$ cat src/rtl/alu_pkg.sv
// Shared ALU definitions: function-unit tags and the tagged result entry.
package alu_pkg;

  localparam int TAG_W      = 2;
  localparam int ALU_DATA_W = 8;

  typedef enum logic [TAG_W-1:0] {
    UNIT_ARITH = 2'b00,
    UNIT_LOGIC = 2'b01,
    UNIT_CMP   = 2'b10,
    UNIT_SHIFT = 2'b11
  } unit_tag_e;

  typedef struct packed {
    unit_tag_e               tag;
    logic [ALU_DATA_W-1:0]   data;
  } alu_entry_t;

endpackage

$ cat src/rtl/alu_sync_fifo.sv
// Synchronous first-word-fall-through FIFO; a pop frees a slot for a push in the same cycle.
module alu_sync_fifo
  import alu_pkg::*;
#(
  parameter int WIDTH = TAG_W + ALU_DATA_W,
  parameter int DEPTH = 4,
  localparam int PTR_W = $clog2(DEPTH),
  localparam int LVL_W = PTR_W + 1
) (
  input  logic             clk,
  input  logic             rst,
  input  logic             push,
  input  logic             pop,
  input  logic [WIDTH-1:0] din,
  output logic [WIDTH-1:0] dout,
  output logic             full,
  output logic             empty,
  output logic [LVL_W-1:0] level
);

  logic [WIDTH-1:0] mem_q [DEPTH];
  logic [PTR_W-1:0] wr_ptr_q, wr_ptr_d;
  logic [PTR_W-1:0] rd_ptr_q, rd_ptr_d;
  logic [LVL_W-1:0] level_q, level_d;
  logic             do_push, do_pop;

  assign empty = (level_q == '0);
  assign full  = (level_q == LVL_W'(DEPTH));
  assign level = level_q;
  // Head is forced to zero while empty so the outputs have a defined reset value.
  assign dout  = empty ? '0 : mem_q[rd_ptr_q];

  always_comb begin
    do_pop   = pop & ~empty;
    do_push  = push & (~full | do_pop);
    wr_ptr_d = wr_ptr_q;
    rd_ptr_d = rd_ptr_q;
    level_d  = level_q;
    if (do_push) wr_ptr_d = wr_ptr_q + 1'b1;
    if (do_pop)  rd_ptr_d = rd_ptr_q + 1'b1;
    if (do_push && !do_pop)      level_d = level_q + 1'b1;
    else if (!do_push && do_pop) level_d = level_q - 1'b1;
  end

  always_ff @(posedge clk) begin
    if (rst) begin
      wr_ptr_q <= '0;
      rd_ptr_q <= '0;
      level_q  <= '0;
    end else begin
      wr_ptr_q <= wr_ptr_d;
      rd_ptr_q <= rd_ptr_d;
      level_q  <= level_d;
    end
  end

  always_ff @(posedge clk) begin
    if (do_push) mem_q[wr_ptr_q] <= din;
  end

endmodule

$ cat src/rtl/alu_result_collector.sv
// Tags the one valid ALU unit result per cycle, queues it, and flags protocol errors.
// Optional build macro ALU_COLLECT_PARITY_EN adds a stored even-parity bit and res_parity.
module alu_result_collector
  import alu_pkg::*;
#(
  parameter int DATA_WIDTH = 8,
  parameter int DEPTH      = 4
) (
  input  logic                    clk,
  input  logic                    rst,
  input  logic [DATA_WIDTH-1:0]   arith_out,
  input  logic                    arith_flag,
  input  logic [DATA_WIDTH-1:0]   logic_out,
  input  logic                    logic_flag,
  input  logic [DATA_WIDTH-1:0]   cmp_out,
  input  logic                    cmp_flag,
  input  logic [DATA_WIDTH-1:0]   shift_out,
  input  logic                    shift_flag,
  output logic [DATA_WIDTH-1:0]   res_data,
  output logic [1:0]              res_tag,
  output logic                    res_valid,
  input  logic                    res_ready,
  output logic [$clog2(DEPTH):0]  fifo_level,
  output logic                    collision_err,
  output logic                    overflow_err,
  input  logic                    err_clr
`ifdef ALU_COLLECT_PARITY_EN
  ,output logic                   res_parity
`endif
);

  localparam int ENTRY_W = TAG_W + DATA_WIDTH;
`ifdef ALU_COLLECT_PARITY_EN
  localparam int FIFO_W = ENTRY_W + 1;

  function automatic logic even_parity(input logic [ENTRY_W-1:0] v);
    return ^v;
  endfunction
`else
  localparam int FIFO_W = ENTRY_W;
`endif

  logic [3:0]            flags;
  unit_tag_e             sel_tag;
  logic [DATA_WIDTH-1:0] sel_data;
  logic [ENTRY_W-1:0]    sel_entry;
  logic [FIFO_W-1:0]     fifo_din, fifo_dout;
  logic                  push_req, pop_req, collision_now, overflow_now;
  logic                  fifo_full, fifo_empty;
  logic                  collision_err_q, collision_err_d;
  logic                  overflow_err_q, overflow_err_d;

  assign flags = {arith_flag, logic_flag, cmp_flag, shift_flag};

  always_comb begin
    sel_tag  = UNIT_SHIFT;
    sel_data = shift_out;
    if (arith_flag) begin
      sel_tag  = UNIT_ARITH;
      sel_data = arith_out;
    end else if (logic_flag) begin
      sel_tag  = UNIT_LOGIC;
      sel_data = logic_out;
    end else if (cmp_flag) begin
      sel_tag  = UNIT_CMP;
      sel_data = cmp_out;
    end
  end

  assign sel_entry = {sel_tag, sel_data};
`ifdef ALU_COLLECT_PARITY_EN
  assign fifo_din = {even_parity(sel_entry), sel_entry};
`else
  assign fifo_din = sel_entry;
`endif

  // A new error in the clearing cycle wins over err_clr.
  always_comb begin
    push_req        = |flags;
    pop_req         = ~fifo_empty & res_ready;
    collision_now   = (flags & (flags - 4'd1)) != 4'd0;
    overflow_now    = push_req & fifo_full & ~pop_req;
    collision_err_d = (collision_err_q & ~err_clr) | collision_now;
    overflow_err_d  = (overflow_err_q & ~err_clr) | overflow_now;
  end

  always_ff @(posedge clk) begin
    if (rst) begin
      collision_err_q <= 1'b0;
      overflow_err_q  <= 1'b0;
    end else begin
      collision_err_q <= collision_err_d;
      overflow_err_q  <= overflow_err_d;
    end
  end

  alu_sync_fifo #(
    .WIDTH (FIFO_W),
    .DEPTH (DEPTH)
  ) u_fifo (
    .clk   (clk),
    .rst   (rst),
    .push  (push_req),
    .pop   (pop_req),
    .din   (fifo_din),
    .dout  (fifo_dout),
    .full  (fifo_full),
    .empty (fifo_empty),
    .level (fifo_level)
  );

  assign res_valid     = ~fifo_empty;
  assign res_data      = fifo_dout[DATA_WIDTH-1:0];
  assign res_tag       = fifo_dout[ENTRY_W-1 -: TAG_W];
  assign collision_err = collision_err_q;
  assign overflow_err  = overflow_err_q;
`ifdef ALU_COLLECT_PARITY_EN
  assign res_parity    = fifo_dout[FIFO_W-1];
`endif

endmodule

$ cat config.mk
export PLATFORM = sky130hd
export DESIGN_NAME = alu_result_collector
export DESIGN_NICKNAME = d
export VERILOG_FILES = /design/src/rtl/alu_pkg.sv /design/src/rtl/alu_sync_fifo.sv /design/src/rtl/alu_result_collector.sv
export SDC_FILE = /design/constraint.sdc
export NUM_CORES = 1
export LEC_CHECK = 0
export CORE_AREA = 5 5 79 81
export CTS_BUF_LIST = sky130_fd_sc_hd__clkbuf_4 sky130_fd_sc_hd__clkbuf_8
export DETAILED_ROUTE_END_ITERATION = 12
export DIE_AREA = 0 0 84 86
export GPL_TIMING_DRIVEN = 1
export PLACE_DENSITY = 0.72
export SLEW_MARGIN = 20
export SYNTH_ARGS = -nofsm -noshare
export SYNTH_HDL_FRONTEND = slang
export SYNTH_SLANG_ARGS = --single-unit
$ cat constraint.sdc
create_clock -name clk -period 1.96 [get_ports clk]
set_input_delay 0.392 -clock clk [delete_from_list [all_inputs] [get_ports clk]]
set_output_delay 0.392 -clock clk [all_outputs]
set_load 0.02 [all_outputs]
# Yosys cells after proc, flatten, opt, wreduce, memory -nomap -nowiden
# Memories as Yosys holds them, arrays and structs flattened. A register that Yosys moved wholly into a read port is not among the register bits.
# Index checks and enable logic that the tools add are counted.
op_classes:
  addsub: 5
  muxes: 13
  bitwise_logic: 15
  eq_ne: 1
  n_reduce_logical: 8
op_table:
  columns: ["operator", "n"]
  rows:
  - ["2-to-1 mux 8 bit", 3]
  - ["2-to-1 mux 10 bit", 1]
  - ["2-to-1 mux 2 bit", 4]
  - ["bitwise AND 1 bit", 7]
  - ["2-to-1 mux 3 bit", 2]
  - ["adder 2 x 1 -> 2 bit, second input constant", 2]
  - ["bitwise AND 4 bit", 1]
  - ["inverter 1 bit", 4]
  - ["nonzero test 4 bit", 1]
  - ["OR reduction 4 bit", 1]
  - ["subtractor 4 x 1 -> 4 bit, second input constant", 1]
  - ["adder 3 x 1 -> 3 bit, second input constant", 1]
  - ["equality test 3 bit, second input constant", 1]
  - ["logical NOT 3 bit", 1]
  - ["2-to-1 mux 1 bit", 3]
  - ["OR 1 bit", 3]
  - ["subtractor 3 x 1 -> 3 bit, second input constant", 1]
  - ["logical AND 1 bit", 2]
  - ["logical NOT 1 bit", 2]
  - ["nonzero test 2 bit", 1]
word_totals:
  word_cells: 48
  ramBits: 40
  regBits: 9
  mem_count: 1
  output_inout_bits: 16
memory_table:
  columns: ["name", "depth", "width", "rd", "rd_clocked_by_memory_dff", "write_ports", "line_no", "rtl"]
  rows:
  - ["u_fifo.mem_q", 4, 10, 1, 1, 1, "alu_sync_fifo.sv:21", "logic [WIDTH-1:0] mem_q [DEPTH];"]

# Longest topological paths before layout
depth:
  depth_word: 10
  depth_mapped: 9

# Hierarchy
# From an unflattened synthesis, not the netlist that was laid out.
hier_totals:
  cells_unflattened: 164
  area_unflattened_um2: 2393.5
modules_own_cells:
  columns: ["mod", "area_each_um2", "n_inst", "cells_each"]
  rows:
  - ["alu_sync_fifo", 2003.2, 1, 112]
  - ["alu_result_collector", 390.4, 1, 52]

# Worst setup path after synthesis
# OpenSTA, ideal clock, no wires.
synth_timing:
  kind: "register to register"
  from: "register u_fifo.level_q[0], in the netlist u_fifo.level[0]"
  to: "register u_fifo.level_q[2], in the netlist u_fifo.level[2]"
  slack_ns: -0.191
  setup_ns: 0.071
  period_less_slack_ns: 2.151
  t_arrival_ns: 2.081
  stages_incl_launch_ff: 9
  path_buffers: 0
  cell_sequence: "dfxtp_1 > nor4b_4 > a21oi_2 > ha_1 > inv_1 > fa_1 > xor2_1 > or3_1 > a21oi_1"
synth_via:
  elab_chain_cells: 9
synth_lines:
  columns: ["element", "line_no", "rtl"]
  rows:
  - ["from (decl)", "alu_sync_fifo.sv:24", "logic [LVL_W-1:0] level_q, level_d;"]
  - ["from (signal assigned)", "alu_sync_fifo.sv:53", "level_q <= level_d;"]
  - ["logical NOT 3 bit", "alu_sync_fifo.sv:27", "assign empty = (level_q == '0);"]
  - ["inverter 1 bit", "alu_sync_fifo.sv:34, alu_result_collector.sv:80", null]
  - ["bitwise AND 1 bit", "alu_result_collector.sv:80", "pop_req = ~fifo_empty & res_ready;"]
  - ["bitwise AND 1 bit", "alu_sync_fifo.sv:34", "do_pop = pop & ~empty;"]
  - ["OR 1 bit", "alu_sync_fifo.sv:35", "do_push = push & (~full | do_pop);"]
  - ["bitwise AND 1 bit", "alu_sync_fifo.sv:35", null]
  - ["logical NOT 1 bit", "alu_sync_fifo.sv:42", "else if (!do_push && do_pop) level_d = level_q - 1'b1;"]
  - ["logical AND 1 bit", "alu_sync_fifo.sv:42", null]
  - ["nonzero test 2 bit (no line)", null, null]
# Several ways; a longest one is shown, not always the timed one. The select of a mux whose other input is x is not followed.
# A chain may end at the register's enable or synchronous reset.

==> impl_results.md <==
* Vias per Instance at ~5
* R2r worst-path depth at 7
* Total power of the final layout at roughly 4.0 mW
* Outcome: finished with violations
* Leakage power of the design at roughly 1.2 nW
* Unrepaired setup endpoints after global routing: true
* # port buffers at between 50 and 60
* Area leader, netlist: sky130_fd_sc_hd__edfxtp_1
* Max_slew headroom at 63.7%
* Total power density per cell area at approximately 1200 nW/um^2
* I/O pin count at 56
* Class of the tightest hold or removal check: flop to flop
* Die extent in x at ~84 um
* H-tree levels at 2
* Hold worst-path end: collision_err
* Warnings from Yosys at 0
* Total Routed Length at slightly below 5000 um
* Setup tns final at -0.191 ns
* Fraction of the core area covered by cells at the end of the flow at 60.7%
* Post-synthesis instance total at between 150 and 200
* Routed vias at between 1.5k and 2k
* Cell area after layout at approximately 3300 um^2
* Final count of negative-setup-slack endpoints at 10
* RR Endpoint: u_fifo.level[2]
* Post-synth net total at approximately 210
* Vias in the first global route at 1584
* Post-route clock skew at approximately 0.0062 ns
* Highest attainable clock frequency at roughly 500 MHz
* Critical Path RT at 1.57 ns
* Shortest period the worst path allows at approximately 2 ns
* DR pass1 iterations at 4
* Instance area after placement at ~3100 um^2
* Count of clock tree sinks at slightly above 50
* GRT Util Overall at around 14%
* Violations in the final reports: setup timing
* Netlist area before placement at 2380 um^2
* Total met3 wirelength after detailed routing at ~300 um
* FF+latch count, synth at 51
* Clock Root Buffer: sky130_fd_sc_hd__clkbuf_8
* Initial antenna violation count at 0
* Grt total ovfl at 0
* Worst min-delay path startpoint: collision_err
* Reg-to-Reg Start: u_fifo.level[2]
* Mapped Avg Cell Area at between 10 and 15 um^2
* Placeable core area at about 5400 um^2
* TritonCTS Buffers at 5
* Starting Density at 44.0%
* DRC at 0
* Area share of the largest cell type after synthesis at approximately half
* Count of max-cap constraint violations at 0
* Global-route wire length before repair at 7980 um
* Filler Cell Count at around 450
* Highest routed metal layer: met4
* Detailed-routed wire length on met2 at 2400 um
* Worst-margin pin slew at ~0.54 ns
* Die Y-Extent at between 80 and 90 um
* Final Cycle Share at 102%
* Routed length on met1 at 2200 um
* Data arrival time of the critical path at approximately 1.6 ns
* Final HPWL from detailed placement at 3610 um
* Max-slew violation count at 0
* Final worst-path setup slack at -0.0398 ns
* Most area-consuming cells after synthesis: sky130_fd_sc_hd__edfxtp_1 (51%), sky130_fd_sc_hd__dfxtp_1 (9.3%), sky130_fd_sc_hd__mux4_2 (5.7%)
* Starting DRC count in detailed routing at 38
* Ys flop type: sky130_fd_sc_hd__edfxtp_1
* Final net count at about 280
* Launching element type of the critical path: flop
* Clock-pin slew of the registers on the worst-case setup and hold paths at roughly 0.090 ns
* Die ar. at just over 7000 um^2
* Maximum root-to-sink buffer count at 2
* Sequential share of the synthesized area at between 50 and 60%
* TritonCTS clock tree: yes
* Distinct cell type count of the synthesized netlist at 28
* Fraction of registers with async set or reset after synthesis at 0%
* Number of hold violations in the final report at 0
* Number of synthesized flops with an enable pin at 40
* Antenna-violating nets left at 0
* Start-to-end type of the worst setup path: flop to primary output
* Layout cells sized above 1 at between 20% and 30%
* Register-to-register setup slack at 0.07 ns
* Antenna diode count at 0
* Largest net degree at the start of global routing at 20
* Clk Latency, worst-skew pair at about 0.3 ns
* IR drop worst, VDD at between 0.6 and 0.7 mV
* Most frequent cells after synthesis: sky130_fd_sc_hd__edfxtp_1 (40), sky130_fd_sc_hd__o21ai_0 (12), sky130_fd_sc_hd__dfxtp_1 (11), sky130_fd_sc_hd__mux2i_1 (10), sky130_fd_sc_hd__nor2b_1 (10)
* Hold buffers post-CTS at 0
* Most frequent cell after synthesis: sky130_fd_sc_hd__edfxtp_1
* Area growth from synthesis to layout at 38.1%
* Depth of the worst hold-timing path at 2
* Crit end category: primary output
* Maximum fanout count along the critical path at 10
* Last weighted congestion value of the routability-driven placer at 0.719
* # rows at 27
* Routed len/inst at 15.9 um
-- state kept, by name, summed over array words and instances (netlist names), named ones only --
| name | flops |
|---|---|
| collision_err | 1 |
| overflow_err | 1 |
| u_fifo.level | 3 |
| u_fifo.mem_q | 40 |
| u_fifo.rd_ptr_q | 2 |
| u_fifo.wr_ptr_q | 2 |
-- where the power goes --
part	internal (mW)	switching [mW]	total, mW
clock network	0.509	0.342	0.850
registers	1.44	0.118	1.56
logic	0.819	0.766	1.58
total	2.77	1.23	4.00
-- area by class of cell --
cell class	instances	area [um^2]	area share [%]
Clock inverter	3	67.6	2.06
Sequential cell	51	1430	43.7
Tap cell	72	90.1	2.75
Clock buffer	5	68.8	2.10
Inverter	5	18.8	0.572
Multi-Input combinational cell	98	903	27.5
Timing Repair Buffer	77	698	21.3
-- worst max-delay path, stage by stage, from the launching register on --
cell and delay, ns:
sky130_fd_sc_hd__dfxtp_2 0.35, sky130_fd_sc_hd__buf_12 0.15, sky130_fd_sc_hd__mux4_2 0.51, sky130_fd_sc_hd__nor2b_1 0.15
sky130_fd_sc_hd__buf_2 0.16
-- how the worst max path moves through the flow --
stage / slack (ns) / to
4_1_cts: -0.06 / res_data[1]
5_1_grt: -0.1 / res_data[7]
3_3_place_gp: -0.41 / u_fifo.level[2]
3_5_place_dp: -0.47 / u_fifo.level[2]
6_report: -0.04 / res_data[1]
2_1_floorplan: 0.008 / u_fifo.level[2]
-- stage by stage --
step	std cells	hold slack (ns)	worst slack (ns)
after floorplan	162	0.459	0.00796
final	311	0.476	-0.0398
after detailed placement	299	0.465	-0.467
after global routing	311	0.513	-0.100
after global placement	299	0.463	-0.409
after CTS	308	0.485	-0.0643
-- kinds of logic after synthesis --
group           share of synthesized area (%)
flops                                    59.8
mux                                      18.6
compound gates                           4.27
simple gates                             9.48
xor+xnor                                 1.11
fa+ha+maj                                3.90
buf+inv                                  2.84
-- metal layers --
metal  up-vias  global-route usage (%)
met4         0                    3.51
met1       718                    18.5
li1        745                       -
met2        47                    23.9
met5         -                       0
met3         7                    3.46
-- placed cells by master, fill, tap and decap left out, drive strengths merged --
| master | count |
|---|---|
| fa | 1 |
| inv | 5 |
| and2 | 4 |
| edfxtp | 40 |
| clkbuf | 5 |
| dfxtp | 11 |
| maj3 | 1 |
| nand2b | 4 |
| nor4b | 1 |
| dlygate4sd2 | 6 |
| nor2 | 7 |
| nor2b | 10 |
| clkinvlp | 1 |
| clkdlybuf4s50 | 39 |
| ha | 5 |
| mux2i | 10 |
| mux2 | 9 |
| o21ai | 12 |
| nand2 | 9 |
| o31ai | 1 |
| or3 | 3 |
| buf | 32 |
| mux4 | 10 |
| nor3 | 2 |
| bufinv | 2 |
| a21oi | 6 |
| xor2 | 3 |
-- repair_timing --
action | 4_1_cts | 5_1_grt
setup buffers | 1 | 3
setup endpoints to repair | 12 | 11
resized for setup | 54 | 9
gates cloned | 0 | 0
pin swaps | 0 | 4
No activity file was read; power rests on OpenSTA's default activity.
